===== src/rtl/hazard_control_dmem_pkg.sv =====
// Shared encodings for the decode-stage control, ALU-control and data-memory slice.
package hazard_control_dmem_pkg;

    typedef enum logic [6:0] {
        OP_R      = 7'b0110011,
        OP_I      = 7'b0010011,
        OP_LOAD   = 7'b0000011,
        OP_STORE  = 7'b0100011,
        OP_BRANCH = 7'b1100011
    } opcode_e;

    typedef enum logic [1:0] {
        ALUOP_MEM    = 2'b00,
        ALUOP_BRANCH = 2'b01,
        ALUOP_FUNCT  = 2'b10
    } aluop_e;

    typedef enum logic [3:0] {
        ALU_AND = 4'b0000,
        ALU_OR  = 4'b0001,
        ALU_ADD = 4'b0010,
        ALU_SUB = 4'b0110
    } aluctr_e;

    localparam logic [2:0] F3_ADD = 3'b000;
    localparam logic [2:0] F3_OR  = 3'b110;
    localparam logic [2:0] F3_AND = 3'b111;

endpackage


===== src/rtl/hazard_control_dmem_dmem_array.sv =====
// 64-bit word data memory; reset loads word i with i, combinational gated read.
module dmem_array
    import hazard_control_dmem_pkg::*;
#(
    parameter int DEPTH = 32,
    parameter int AW    = $clog2(DEPTH)
) (
    input  logic          clk,
    input  logic          reset,
    input  logic [AW-1:0] index,
    input  logic [63:0]   write_data,
    input  logic          we,
    input  logic          re,
    output logic [63:0]   read_data
);

    logic [63:0] mem [DEPTH];

    always_ff @(posedge clk or posedge reset) begin
        if (reset) begin
            for (int unsigned i = 0; i < DEPTH; i++) begin
                mem[AW'(i)] <= 64'(i);
            end
        end else if (we) begin
            mem[index] <= write_data;
        end
    end

    assign read_data = re ? mem[index] : '0;

endmodule


===== src/rtl/hazard_control_dmem.sv =====
// ID-stage main/ALU control decode, load-use stall detection and MEM-stage data memory.
module hazard_control_dmem
    import hazard_control_dmem_pkg::*;
#(
    parameter int DEPTH = 32
) (
    input  logic        clk,
    input  logic        reset,
    input  logic [31:0] instruction,
    output logic        idex_branch,
    output logic        idex_memread,
    output logic        idex_memtoreg,
    output logic        idex_memwrite,
    output logic        idex_alusrc,
    output logic        idex_regwrite,
    output logic [1:0]  idex_ALUop,
    output logic [3:0]  idex_ALUctr,
    input  logic [4:0]  idex_rd,
    input  logic [4:0]  ifid_rs1,
    input  logic [4:0]  ifid_rs2,
    output logic        stall,
    input  logic [63:0] address,
    input  logic [63:0] write_data,
    input  logic        exmem_write,
    input  logic        exmem_read,
    output logic [63:0] memwb_readdata
);

    localparam int AW = $clog2(DEPTH);

    logic [6:0] opcode;
    logic [2:0] funct3;
    logic       f7b5;
    logic       is_rtype;
    aluop_e     aluop;
    aluctr_e    aluctr;

    assign opcode = instruction[6:0];
    assign funct3 = instruction[14:12];
    assign f7b5   = instruction[30];

    always_comb begin
        idex_branch   = 1'b0;
        idex_memread  = 1'b0;
        idex_memtoreg = 1'b0;
        idex_memwrite = 1'b0;
        idex_alusrc   = 1'b0;
        idex_regwrite = 1'b0;
        is_rtype      = 1'b0;
        aluop         = ALUOP_MEM;
        case (opcode)
            OP_R: begin
                idex_regwrite = 1'b1;
                is_rtype      = 1'b1;
                aluop         = ALUOP_FUNCT;
            end
            OP_I: begin
                idex_alusrc   = 1'b1;
                idex_regwrite = 1'b1;
                aluop         = ALUOP_FUNCT;
            end
            OP_LOAD: begin
                idex_alusrc   = 1'b1;
                idex_memtoreg = 1'b1;
                idex_regwrite = 1'b1;
                idex_memread  = 1'b1;
            end
            OP_STORE: begin
                idex_alusrc   = 1'b1;
                idex_memwrite = 1'b1;
            end
            OP_BRANCH: begin
                idex_branch = 1'b1;
                aluop       = ALUOP_BRANCH;
            end
            default: ;
        endcase
    end

    // f7b5 selects subtract only for register-register ops; immediates carry data there.
    always_comb begin
        aluctr = ALU_ADD;
        case (aluop)
            ALUOP_BRANCH: aluctr = ALU_SUB;
            ALUOP_FUNCT: begin
                case (funct3)
                    F3_ADD:  aluctr = (is_rtype && f7b5) ? ALU_SUB : ALU_ADD;
                    F3_AND:  aluctr = ALU_AND;
                    F3_OR:   aluctr = ALU_OR;
                    default: aluctr = ALU_ADD;
                endcase
            end
            default: aluctr = ALU_ADD;
        endcase
    end

    assign idex_ALUop  = aluop;
    assign idex_ALUctr = aluctr;

    assign stall = idex_memread && (idex_rd != 5'd0)
                   && ((idex_rd == ifid_rs1) || (idex_rd == ifid_rs2));

    logic unused_bits;
    assign unused_bits = ^{instruction[31], instruction[29:15], instruction[11:7],
                           address[63:AW+3], address[2:0]};

    dmem_array #(
        .DEPTH (DEPTH),
        .AW    (AW)
    ) u_dmem (
        .clk        (clk),
        .reset      (reset),
        .index      (address[AW+2:3]),
        .write_data (write_data),
        .we         (exmem_write),
        .re         (exmem_read),
        .read_data  (memwb_readdata)
    );

endmodule


===== config.mk =====
export PLATFORM = sky130hd
export DESIGN_NAME = hazard_control_dmem
export DESIGN_NICKNAME = d
export VERILOG_FILES = /design/src/rtl/hazard_control_dmem_pkg.sv /design/src/rtl/hazard_control_dmem_dmem_array.sv /design/src/rtl/hazard_control_dmem.sv
export SDC_FILE = /design/constraint.sdc
export NUM_CORES = 2
export LEC_CHECK = 0
export BUFFER_PORTS_ARGS = -buffer_cell sky130_fd_sc_hd__buf_2
export CAP_MARGIN = 20
export CORE_MARGIN = 2
export CORE_UTILIZATION = 45
export DETAILED_ROUTE_END_ITERATION = 7
export SETUP_SLACK_MARGIN = 0.1
export SLEW_MARGIN = 0
export SYNTH_ARGS = -nofsm -noshare
export SYNTH_HDL_FRONTEND = slang
export SYNTH_SLANG_ARGS = --single-unit

===== constraint.sdc =====
create_clock -name clk -period 239 [get_ports clk]
set_clock_uncertainty 0.2 [all_clocks]
set_input_delay 71.7 -clock clk [delete_from_list [all_inputs] [get_ports clk]]
set_output_delay 71.7 -clock clk [all_outputs]
set_load 0.05 [all_outputs]

# Word-level counts from Yosys, hierarchy flattened
# Cells that the tools add are included.
# word_totals
ff_bits	2048
latchBits	0
mem_bits_rw	0
mem_bits_ro	0
input_bits	179
output_inout_bits	77
n_memories	0
# classes
n_addsub	0
multipliers	0
div_mod_pow	0
n_lt_le_gt_ge	2
n_eq_ne	11
n_shift	0
muxes	17
bitwise_logic	1
n_reduce_logical	10
# ops
op	n
bitwise mux 2048 bit	1
binary-select mux 64 bit (select 5 bit)	1
demux 64 bit (select 5 bit)	1
2-to-1 mux 64 bit	4
equality test 7 x 6 -> 1 bit (second input constant)	2
equality test 5 bit	2
one-hot mux 3 bit (3 select lines)	1
equality test 7 x 2 -> 1 bit (second input constant)	1
equality test 7 x 5 -> 1 bit (second input constant)	1
equality test 7 bit (second input constant)	1
equality test 3 bit (second input constant)	2
greater-or-equal comparator 6 bit (second input constant)	1
< comparator 6 x 1 -> 1 bit (second input constant)	1
2-to-1 mux 1 bit	6
NOT 5 -> 6 bit	1
one-hot mux 3 bit (2 select lines)	1
OR reduction 3 bit	2
nonzero test 5 bit	1
logical AND 1 bit	4
one-hot mux 2 bit (2 select lines)	1
logical NOT 3 bit	1
2-to-1 mux 3 bit	1
equality test 2 x 1 -> 1 bit (second input constant)	1
equality test 2 bit (second input constant)	1
other kinds (2)	2

# Depth between registers and ports, before layout
# logic_depth
depth_word	6
depth_mapped	9
mapped_depth_nobuf	8

# By module
# From an unflattened synthesis, not the netlist that was laid out.
# hier_totals
hier_cells	6564
area_unflattened_um2	92891.6
# by_module_without_submodules
mod	n_inst	cells_each	area_per_inst_um2
dmem_array	1	6520	92582.5
hazard_control_dmem	1	44	309.0

# Worst setup path before layout
# No wires, ideal clock.
# synth_timing
kind	input-to-output
from	input address[3]
to	output memwb_readdata[43]
arrival_time_ns	74.152
setup_slack_ns	92.948
cell_stages	7
path_cell_list	clkbuf_2 or4b_2 buf_4 buf_2 o22ai_1 nor4_1 a21boi_0
# synth_via
elab_chain_len	5
# synth_rtl
item	line_no	source
start: declaration	hazard_control_dmem.sv:22	input logic [63:0] address,
NOT 5 -> 6 bit (not written as such)	hazard_control_dmem_dmem_array.sv:29	assign read_data = re ? mem[index] : '0;
binary-select mux 64 bit (select 5 bit)	hazard_control_dmem_dmem_array.sv:29	
2-to-1 mux 64 bit (not written as such) (2 in series)	hazard_control_dmem_dmem_array.sv:29	
2-to-1 mux 64 bit	hazard_control_dmem_dmem_array.sv:29	
end: declaration	hazard_control_dmem.sv:26	output logic [63:0] memwb_readdata
# No other way between the ends. The select of a mux whose other input is x is not followed.

# Final worst setup path
# layout_timing
from	input address[4]
to	output memwb_readdata[46]
# Same word-level chain as after synthesis.

==> summary.md <==
| Metric | Value |
|---|---|
| Total GRT Usage | `25.02%` |
| DRT iter0 DRCs | `3741` |
| First-pass GRT wire length | `390900 µm` |
| CTS tree | `done` |
| Via/cell ratio | `5.956` |
| Worst-Skew Late Latency | `0.87 ns` |
| R2R depth | `1` |
| Synth Instances | `6563` |
| Most common cell after layout, fill and taps aside | `mux2_2` |
| H-tree levels | `4` |
| Aggregate global routing overflow | `0` |
| Max reg flops | `2048` |
| Cell taking the most area after synthesis | `dfrtp_1` |
| Post-cts hold buffer count | `0` |
| Vias in the first global route | `58122` |
| Max Fclk | `0.006698 GHz` |
| Layout cells sized above 1 | `41.50%` |
| Initial core utilization | `45.30%` |
| Slew headroom | `18.53%` |
| Hold_ws | `0.2854 ns` |
| Setup TNS | `0 ns` |
| Power Density | `8.963 mW/mm²` |
| R2R Setup Slk | `237.98 ns` |
| Die Footprint | `0.2096 mm²` |
| Reg clk slew, reported paths | `0.06 ns` |
| Post-Synthesis Cell Area | `0.09269 mm²` |
| Mean Syn Cell Area | `14.12 µm²` |
| Max Cap Viol | `0` |
| Multi-input gate area | `0.03886 mm²` |
| Reg power frac | `48.7%` |
| Synth top area cells | `dfrtp_1, mux2_2, mux2i_1` |
| Minimum clock period | `149.30 ns` |
| Slew @ Worst Pin | `1.222 ns` |
| Worst setup EP type | `primary output` |
| Placer congestion estimate | `0.7392` |
| Die X | `457.8 µm` |
| Final HPWL from detailed placement | `136300 µm` |
| Combinational Power Share | `14.5%` |
| # IOs | `256` |
| Most Crowded Layer GR | `met2` |
| Switch share | `25.46%` |
| Routed WL per cell | `28.33 µm` |
| P_int | `0.0006873 W` |
| FP Rows | `166` |
| Fillers | `17518` |
| Fin crit share | `62.47%` |
| Antenna Nets Post-Route | `0` |
| Post-synth EDFFs | `0` |
| Pleak | `47.75 nW` |
| Reg with most FFs | `u_dmem.mem` |
| Hold Crit Class | `flip-flop to flip-flop` |
| Hold Fails Final Rpt | `0` |
| Setup crit start kind | `primary input` |
| Layout overhead on the synthesized area | `10.99%` |
| Clk buf depth | `3` |
| Status | `complete, no violations` |
| Worst reg2reg endpoint | `u_dmem.mem[1535]$_DFFE_PP0P_` |
| Drt total wl | `264200 µm` |
| Net Sw Power | `0.0002347 W` |
| Setup Buffers After CTS | `0` |
| Core ar. | `0.2046 mm²` |
| Flops & latches, synth | `2048` |
| Met1 Resource Use GR | `33.16%` |
| Routed via count | `55558` |
| Post-Route Utilization | `50.28%` |
| Die H | `457.8 µm` |
| Required time worst endpoint | `167.10 ns` |
| Post-Syn Nets | `6745` |
| RSZ-0062 raised after global routing | `false` |
| Setup CP Type | `primary input to primary output` |
| Synth unique cells | `49` |
| Post_cts resized | `0` |
| GR Util met2 | `42.75%` |
| Ys flop type | `dfrtp_1` |
| Clk sinks | `2048` |
| Register area share after synthesis | `55.40%` |
| Setup crit end | `memwb_readdata[46]` |
| Critical path data arrival time | `77.40 ns` |
| Worst r2r src | `u_dmem.mem[1535]$_DFFE_PP0P_` |
| Final setup violating endpoints | `0` |
| Final #Nets | `6632` |
| Buffers on Ports | `174` |
| Initial antenna violation count | `18` |
| Routing usage on met3 | `3.283%` |
| Clock network power share | `36.8%` |
| Worst VDD drop | `0.000008970 V` |
| Regs by FF count | `u_dmem.mem: 2048 flops` |
| CP startpoint | `address[4]` |
| Root buf cell | `clkbuf_16` |
| 1st-pass router iterations | `8` |
| FFs w/ async S/R, synth | `100.0%` |
| Most frequent cells in the layout | `mux2_2, dfrtp_1, mux2i_1` |
| Yosys warns | `0` |
| DR DRC count | `0` |
| Pwr Total | `0.0009221 W` |
| Area share of the largest cell type after synthesis | `53.13%` |
| Largest net degree at the start of global routing | `188` |
| Num CTS Buffers | `216` |
| Sequential cell area | `0.05135 mm²` |
| Fin. max-slew vios | `0` |
| Crit-path max FO | `123` |
[cells by family (layout without fill, tap and decap cells)]
family | Yosys count | after routing | share of synthesized area [%]
muxes | 3072 | 3072 | 35.94
DFF | 2048 | 2048 | 55.40
buffers and inverters | 635 | 706 | 2.982
AOI/OAI and AO/OA | 580 | 580 | 4.011
and+or+nand+nor | 214 | 214 | 1.525
xor gates and xnor gates | 10 | 10 | 0.09449
adders and majority gates | 3 | 3 | 0.04050
other | 1 | 7 | 0.004046
[power by group through the flow]
| stage | Clock [W] | Combinational (W) | Sequential, W |
|---|---|---|---|
| floorplan | 0 | 0.000110 | 0.000450 |
| global placement | 0 | 0.000131 | 0.000450 |
| detailed placement | 0 | 0.000135 | 0.000454 |
| CTS | 0.000347 | 0.000135 | 0.000448 |
| global route | 0.000362 | 0.000147 | 0.000456 |
| finish | 0.000339 | 0.000134 | 0.000449 |
[through the flow]
stage          cells  instance area, µm²  worst slack [ns]
2_1_floorplan   6563               92690             92.95
3_3_place_gp    8913               95460             89.60
3_5_place_dp    8913               95460             89.60
4_1_cts         9315              102700             89.59
5_1_grt         9324              102900             89.38
6_report        9328              102900             89.70
[worst min path at each step]
stage / startpoint / endpoint / slack (ns) / cells after the start
finish: u_dmem.mem[656]$_DFFE_PP0P_ / u_dmem.mem[656]$_DFFE_PP0P_ / 0.29 / 1
global route: u_dmem.mem[498]$_DFFE_PP0P_ / u_dmem.mem[498]$_DFFE_PP0P_ / 0.29 / 1
CTS: u_dmem.mem[766]$_DFFE_PP0P_ / u_dmem.mem[766]$_DFFE_PP0P_ / 0.29 / 1
detailed placement: u_dmem.mem[766]$_DFFE_PP0P_ / u_dmem.mem[766]$_DFFE_PP0P_ / 0.27 / 1
global placement: u_dmem.mem[704]$_DFFE_PP0P_ / u_dmem.mem[704]$_DFFE_PP0P_ / 0.27 / 1
floorplan: u_dmem.mem[641]$_DFFE_PP0P_ / u_dmem.mem[641]$_DFFE_PP0P_ / 0.26 / 1
[Yosys cell counts, types with 2 or more instances]
cell type	instances
mux2_2	1992
nand4bb_1	5
nor2_4	3
inv_1	3
nand3_1	9
nand3b_1	2
nor3b_2	2
a21boi_0	22
buf_4	21
ha_1	3
dfrtp_1	1968
nor2_1	5
mux2i_1	1024
buf_1	20
nor3_1	5
or4_1	3
nand2_1	16
a21boi_1	42
or4b_2	3
nor2_2	9
nor4_1	129
dfstp_2	80
nor2b_1	2
nand4b_1	4
o22ai_1	512
xor2_1	4
nor3_4	4
xnor2_1	6
clkbuf_1	350
mux2_1	56
nor3b_1	2
buf_2	240
[worst max-delay path, cell delays in order]
cell	delay, ns
buf_12	0.58
buf_12	0.69
buf_4	0.83
buf_4	0.81
buf_4	0.92
mux2i_1	0.27
o22ai_1	0.11
nor4_1	0.47
a21boi_0	0.37
buf_2	0.32
[metal layers]
metal	vias up	part of all wire, %
met5	-	0.013
met4	6	3.0
met3	422	4.2
met2	1266	49
met1	29934	44
li1	23930	-
[layout make-up]
class | instances | share of cell area (%)
Sequential cell | 2048 | 49.91
Multi-Input combinational cell | 3880 | 37.78
Clock buffer | 342 | 6.260
Inverter | 3 | 0.01824
Antenna cell | 6 | 0.01459
Clock inverter | 60 | 0.7991
Tap cell | 2688 | 3.269
Timing Repair Buffer | 301 | 1.948
(Power assumes the default switching activity.)
